==> src/rtl/ysyx_24110015_ifu_pkg.sv <==
// Shared core definitions for the instruction fetch unit.
//   ifu_state_e : FSM state encoding (fetch -> wait -> out -> next)
//   INST_NOP    : instruction substituted on a faulted fetch (addi x0,x0,0)
//   RESP_OKAY   : read response code for a successful access
package ysyx_24110015_ifu_pkg;

    typedef enum logic [1:0] {
        S_FETCH = 2'd0,
        S_WAIT  = 2'd1,
        S_OUT   = 2'd2,
        S_NEXT  = 2'd3
    } ifu_state_e;

    localparam logic [31:0] INST_NOP  = 32'h0000_0013;
    localparam logic [1:0]  RESP_OKAY = 2'b00;

endpackage

==> src/rtl/ysyx_24110015_ifu.sv <==
// Instruction fetch unit: owns the pc, issues one instruction-memory read per
// instruction and hands the result (or a fault) to decode.
//   clk, rst                 : clock; asynchronous active-low reset
//   in_valid/in_ready/dnpc   : next-pc handshake from execute
//   araddr/arvalid/arready   : read-address channel (araddr is always pc)
//   rdata/rresp/rvalid/rready: read-data channel
//   out_valid/out_ready      : inst/pc/fault handshake towards decode
//   fetch_cnt                : number of instructions consumed by decode
module ysyx_24110015_ifu
    import ysyx_24110015_ifu_pkg::*;
#(
    parameter logic [31:0] RESET_PC = 32'h8000_0000
) (
    input  logic        clk,
    input  logic        rst,
    input  logic        in_valid,
    output logic        in_ready,
    input  logic [31:0] dnpc,
    output logic [31:0] araddr,
    output logic        arvalid,
    input  logic        arready,
    input  logic [31:0] rdata,
    input  logic [1:0]  rresp,
    input  logic        rvalid,
    output logic        rready,
    output logic        out_valid,
    input  logic        out_ready,
    output logic [31:0] inst,
    output logic [31:0] pc,
    output logic        fault,
    output logic [31:0] fetch_cnt
);

    ifu_state_e state_q;
    ifu_state_e state_d;

    logic ar_fire;
    logic r_fire;
    logic out_fire;
    logic in_fire;
    logic dnpc_misaligned;

    assign araddr          = pc;
    assign ar_fire         = arvalid & arready;
    assign r_fire          = rvalid & rready;
    assign out_fire        = out_valid & out_ready;
    assign in_fire         = in_valid & in_ready;
    assign dnpc_misaligned = (dnpc[1:0] != 2'b00);

    always_ff @(posedge clk or negedge rst) begin
        if (!rst) begin
            state_q <= S_FETCH;
        end else begin
            state_q <= state_d;
        end
    end

    // Handshake outputs come from the state register alone; the reset gate
    // keeps them quiet while rst is held low, since the state register
    // already reads S_FETCH during reset.
    always_comb begin
        arvalid   = 1'b0;
        rready    = 1'b0;
        out_valid = 1'b0;
        in_ready  = 1'b0;
        if (rst) begin
            unique case (state_q)
                S_FETCH: arvalid   = 1'b1;
                S_WAIT:  rready    = 1'b1;
                S_OUT:   out_valid = 1'b1;
                S_NEXT:  in_ready  = 1'b1;
            endcase
        end
    end

    always_comb begin
        state_d = state_q;
        unique case (state_q)
            S_FETCH: if (ar_fire)  state_d = S_WAIT;
            S_WAIT:  if (r_fire)   state_d = S_OUT;
            S_OUT:   if (out_fire) state_d = S_NEXT;
            S_NEXT:  if (in_fire)  state_d = dnpc_misaligned ? S_OUT : S_FETCH;
        endcase
    end

    // A misaligned dnpc skips memory entirely and is presented as a faulted
    // nop at that pc.
    always_ff @(posedge clk or negedge rst) begin
        if (!rst) begin
            pc        <= RESET_PC;
            inst      <= '0;
            fault     <= 1'b0;
            fetch_cnt <= '0;
        end else begin
            if (r_fire) begin
                if (rresp == RESP_OKAY) begin
                    inst  <= rdata;
                    fault <= 1'b0;
                end else begin
                    inst  <= INST_NOP;
                    fault <= 1'b1;
                end
            end
            if (out_fire) begin
                fetch_cnt <= fetch_cnt + 32'd1;
            end
            if (in_fire) begin
                pc <= dnpc;
                if (dnpc_misaligned) begin
                    inst  <= INST_NOP;
                    fault <= 1'b1;
                end
            end
        end
    end

endmodule

==> config.mk <==
export PLATFORM = sky130hd
export DESIGN_NAME = ysyx_24110015_ifu
export DESIGN_NICKNAME = d
export VERILOG_FILES = /design/src/rtl/ysyx_24110015_ifu_pkg.sv /design/src/rtl/ysyx_24110015_ifu.sv
export SDC_FILE = /design/constraint.sdc
export NUM_CORES = 1
export LEC_CHECK = 0
export CAP_MARGIN = 20
export CORE_UTILIZATION = 25
export DETAILED_ROUTE_END_ITERATION = 10
export HOLD_SLACK_MARGIN = 0.02
export SKIP_LAST_GASP = 1
export SLEW_MARGIN = 20
export SYNTH_ARGS = -nofsm -noshare
export SYNTH_HDL_FRONTEND = slang
export SYNTH_SLANG_ARGS = --single-unit
==> constraint.sdc <==
create_clock -name clk -period 1.8 [get_ports clk]
set_input_delay 0.27 -clock clk [delete_from_list [all_inputs] [get_ports clk]]
set_output_delay 0.27 -clock clk [all_outputs]
set_load 0.02 [all_outputs]
Word level (Yosys, flattened, before mapping)

Index checks and enable logic that the tools add are counted.
W data, S select, Z words.

$add $sub $neg: 1
Bitwise gates (word level): 4
Equality and inequality tests: 7
Reductions and logical operators: 4
Multiplexer cells: 22

Operator list:

| cell                    | number |
|---|---|
| $mux W32                | 4 |
| $add A32 B1 Y32 const B | 1 |
| $mux W1                 | 12 |
| $mux W2                 | 5 |
| $ne A2 B2 Y1 const B    | 4 |
| $pmux W2 S4             | 1 |
| $and A1 B1 Y1           | 4 |
| $eq A2 B2 Y1 const B    | 2 |
| $logic_not A2 Y1        | 2 |
| $reduce_and A4 Y1       | 1 |
| $eq A2 B1 Y1 const B    | 1 |
| $reduce_bool A2 Y1      | 1 |

Logic and storage cells: 43
Output and inout port bits: 133
Register bits after elaboration: 99
Input port bits: 72

Logic depth before layout (Yosys ltp)

Word-level depth: 7
Gate-level depth with buffers: 7

Least setup slack after synthesis

OpenSTA, ideal clock, no wires.

Path type: flip-flop to flip-flop
Start point: register state_q[1]
End point: register pc[0], in the netlist araddr[0]
Setup time: 0.125 ns
Path buffers: 2
Stages on the path, launching flop included: 6
Setup slack: 0.195 ns
Arrival: 1.480 ns
Clock period less this slack: 1.605 ns
Cell sequence: dfrtp_1 -> buf_4 -> and3_2 -> nand2_1 -> buf_2 -> mux2_2

Longest elaborated chain between the ends: 4

RTL lines:

| element                  | RTL line                 | text |
|---|---|---|
| start: declaration       | ysyx_24110015_ifu.sv:34  | `ifu_state_e state_q;` |
| start signal: assignment | ysyx_24110015_ifu.sv:54  | `state_q <= state_d;` |
| $eq A2 B2 Y1             | ysyx_24110015_ifu.sv:67  | `unique case (state_q)` |
| $mux W1                  | ysyx_24110015_ifu.sv:67  |  |
| $mux W1                  | ysyx_24110015_ifu.sv:66  | `if (rst) begin` |
| named net in_ready       | ysyx_24110015_ifu.sv:17  | `output logic in_ready,` |
| $and A1 B1 Y1            | ysyx_24110015_ifu.sv:47  | `assign in_fire = in_valid & in_ready;` |
| end signal: assignment   | ysyx_24110015_ifu.sv:108 | `pc <= dnpc;` |
| end: declaration         | ysyx_24110015_ifu.sv:29  | `output logic [31:0] pc,` |

The timed path passes the listed nets, and every way through them passes these cells.
A chain may end at the register's enable or synchronous reset.

Final worst setup path

Start point: register state_q[0]
End point: output port arvalid

Longest elaborated chain between the ends: 3

RTL lines:

| element          | RTL line                | text |
|---|---|---|
| $logic_not A2 Y1 | ysyx_24110015_ifu.sv:67 |  |
| $mux W1          | ysyx_24110015_ifu.sv:67 |  |
| $mux W1          | ysyx_24110015_ifu.sv:66 |  |
| end: declaration | ysyx_24110015_ifu.sv:20 | `output logic arvalid,` |

Every way passes these cells.

==> metrics <==
Initial Util 25.8%; CP startpoint kind register; global-route wire length before repair about 20 mm; Max transition margin between 40 and 50%; commonest non-fill, non-tap cells in the layout clkdlybuf4s50_1 (192), dfrtp_1 (97), nand2_1 (43), nand3_1 (40), mux2_2 (33); DP HPWL 9.31 mm; number of global-route vias before repair around 3.7k; complex-gate fraction of the synthesized area 4.07%; worst slew pin tran roughly 800 ps; Psw between 3 and 4 mW; DR vias 3712; area share of fa/ha/maj cells after synthesis 0.279%; Fmax 0.581 GHz; Synth Instances between 400 and 500; predominant post-synthesis flop cell dfrtp_1; Clock Skew 5.33 ps; Syn Std Cell Area 0.00449 mm^2; Setup Crit Path Kind register to output pin; Sw Ratio 36.4%; clk sink count 99; Synth Register Bits 99; CP Capture Type output pin; status complete, no violations; I/O pin count between 200 and 250; RSZ-0062 raised after global routing false; share of post-route cells with drive strength above 1 14.8%; flop2flop setup slack 120 ps; multi-input logic area 0.00167 mm^2; mux contribution to synthesized area slightly below 9%; Worst Path Arrival 1450 ps; Final Critical Period 1720 ps; Bufs on Longest Clock Path 2; Max IR drop VDD 698 uV; worst setup path start state_q[0]; commonest non-fill, non-tap cell in the layout clkdlybuf4s50_1; Synth warnings 0; fin. max-slew vios 0; IO Port Bufs 204; Core Area 0.0174 mm^2; Pre-antenna DRT Iters 4; syn nets 479; Root Buffer clkbuf_16; antenna violations before repair 0; Syn Area/Cell 11.1 um^2; Max Cap Viol 0; Post-Synth XOR/XNOR Area 6.05%; WL per Instance 15.1 um; pwr/cell area 1390 mW/mm^2; Die H 136 um; sequential-to-total area share from yosys stat between 50% and 60%; final core occ 40.5%; Fin. Hold Viols 0; Critical Path End arvalid; Post-synth ARST share 100%; capturing point of the worst reg2reg path fetch_cnt[20]; Iteration-0 DRC Markers 99; Worst Hold Class input port to async pin; final setup vio count 0; Flop pwr share 34.3%; Netlist cell types 36; Reg2Reg Launch Point state_q[1]; ANT cells 0; largest net degree at the start of global routing 65; critical path required time 1530 ps; Leak Pwr ~3.0 nW; fin nets 670; FF-to-FF path depth 6; Logic pwr share 46.7%; Total GRT Usage 13.8%; clk_lat worst skew 350 ps; EDFF count, synth 0; Clock power frac 19.0%; register area ~0.0025 mm^2; gr ovfl total 0; Fill cells roughly 1.7k; largest family of logic cells by synthesized area simple AND/OR/NAND/NOR gates; Power Total 9.77 mW; num rows 48; Detail Route Antenna Nets 0; register clock-pin slew on the reported worst setup and hold paths 70 ps; crit path max fanout 4; P&R area growth vs syn 57.1%; DR DRC count 0; P_int between 6 and 7 mW; post-DR vias/cell 4.49; cts bufs inserted 9; DRT Wirelength 12.5 mm; fin crit share between 90% and 100%; CTS tree built; H-tree depth 3; die area ~0.018 mm^2; die width 136 um; Synth Area in Simple Gates 17.9%; Placer Congestion 0.808
critical path, stage by stage (launching register included):
cell	delay (ps)
dfrtp_1	420
or2b_1	250
nor2_1	100
clkdlybuf4s15_1	340
final cells by class:
cell class                      instances  share of cell area (%)
Timing Repair Buffer                  230                    32.7
Tap cell                              225                    3.99
Inverter                                7                   0.373
Clock inverter                          6                   0.710
Multi-Input combinational cell        250                    23.6
Clock buffer                           10                    3.39
Sequential cell                        99                    35.2
power by group through the flow:
stage               combinational [mW]  sequential, mW  clock [mW]
floorplan                         1.87            4.07           0
global route                      4.84            3.46        2.05
global placement                  4.58            3.39           0
detailed placement                4.60            3.42           0
CTS                               4.63            3.37        1.96
finish                            4.57            3.35        1.86
worst min-delay path by stage:
stage	from	end	slack, ps	cells after the start
after floorplan	rst	araddr[0]	-30	0
after detailed placement	rst	fetch_cnt[12]	100	1
after global routing	rst	araddr[20]	100	3
after CTS	rst	araddr[20]	80	3
after global placement	rst	fetch_cnt[12]	100	1
final	rst	fetch_cnt[0]	60	3
through the flow:
step                      cells  hold slack [ps]  instance area [um^2]  setup TNS (ps)  worst slack [ps]
after global routing        827             99.6                  7050               0            0.0654
after floorplan             406            -25.6                  4490               0               195
after detailed placement    807             96.7                  6720           -2090              -185
after CTS                   827             78.8                  7040            -272              -225
after global placement      807             99.6                  6720           -1530              -119
final                       827             64.0                  7050               0              80.0
Yosys cell counts (2+ instances only):
| library cell | count | area (um^2) |
|---|---|---|
| and3b_2 | 2 | 20.0 |
| nand3_1 | 40 | 200 |
| xnor2_1 | 27 | 236 |
| xor2_1 | 4 | 35.0 |
| mux2_2 | 33 | 372 |
| nor2_1 | 17 | 63.8 |
| nand2_1 | 43 | 161 |
| nand4_1 | 16 | 100 |
| a21oi_1 | 29 | 145 |
| dfrtp_1 | 98 | 2450 |
| nor4_1 | 7 | 43.8 |
| inv_1 | 7 | 26.3 |
| buf_4 | 33 | 248 |
| clkbuf_1 | 7 | 26.3 |
| buf_2 | 9 | 45.0 |
| mux2i_1 | 2 | 20.0 |
| nand4b_1 | 2 | 17.5 |
| o21ai_0 | 5 | 25.0 |
| and3_1 | 4 | 25.0 |
| nor4_4 | 2 | 42.5 |
| nor3_1 | 4 | 20.0 |
state kept, by name, indices dropped and copies added (netlist names):
signal and flops:
araddr 32, fault 1, fetch_cnt 32, inst 32
state_q 2
cell families after synthesis:
family	Yosys count
compound gates	36
xor+xnor	31
fa+ha+maj	1
buf+inv	57
flops	99
mux	35
simple gates	147
metal layers:
metal  routed length [um]  up-vias  GRT usage, %
li1                     -     1762             -
met1                 5280     1791          17.1
met2                 6140      143          22.7
met3                  821       16          3.69
met4                  225        0          5.25
met5                    0        -             0
timing repair:
item | 4_1_cts | 5_1_grt
hold buffers | 2 | 0
gates resized for setup | 6 | 9
endpoints found under the setup margin | 6 | 8
buffers inserted | 2 | 0
hold endpoints to repair | 13 | 0
No activity file was read; power rests on OpenSTA's default activity.
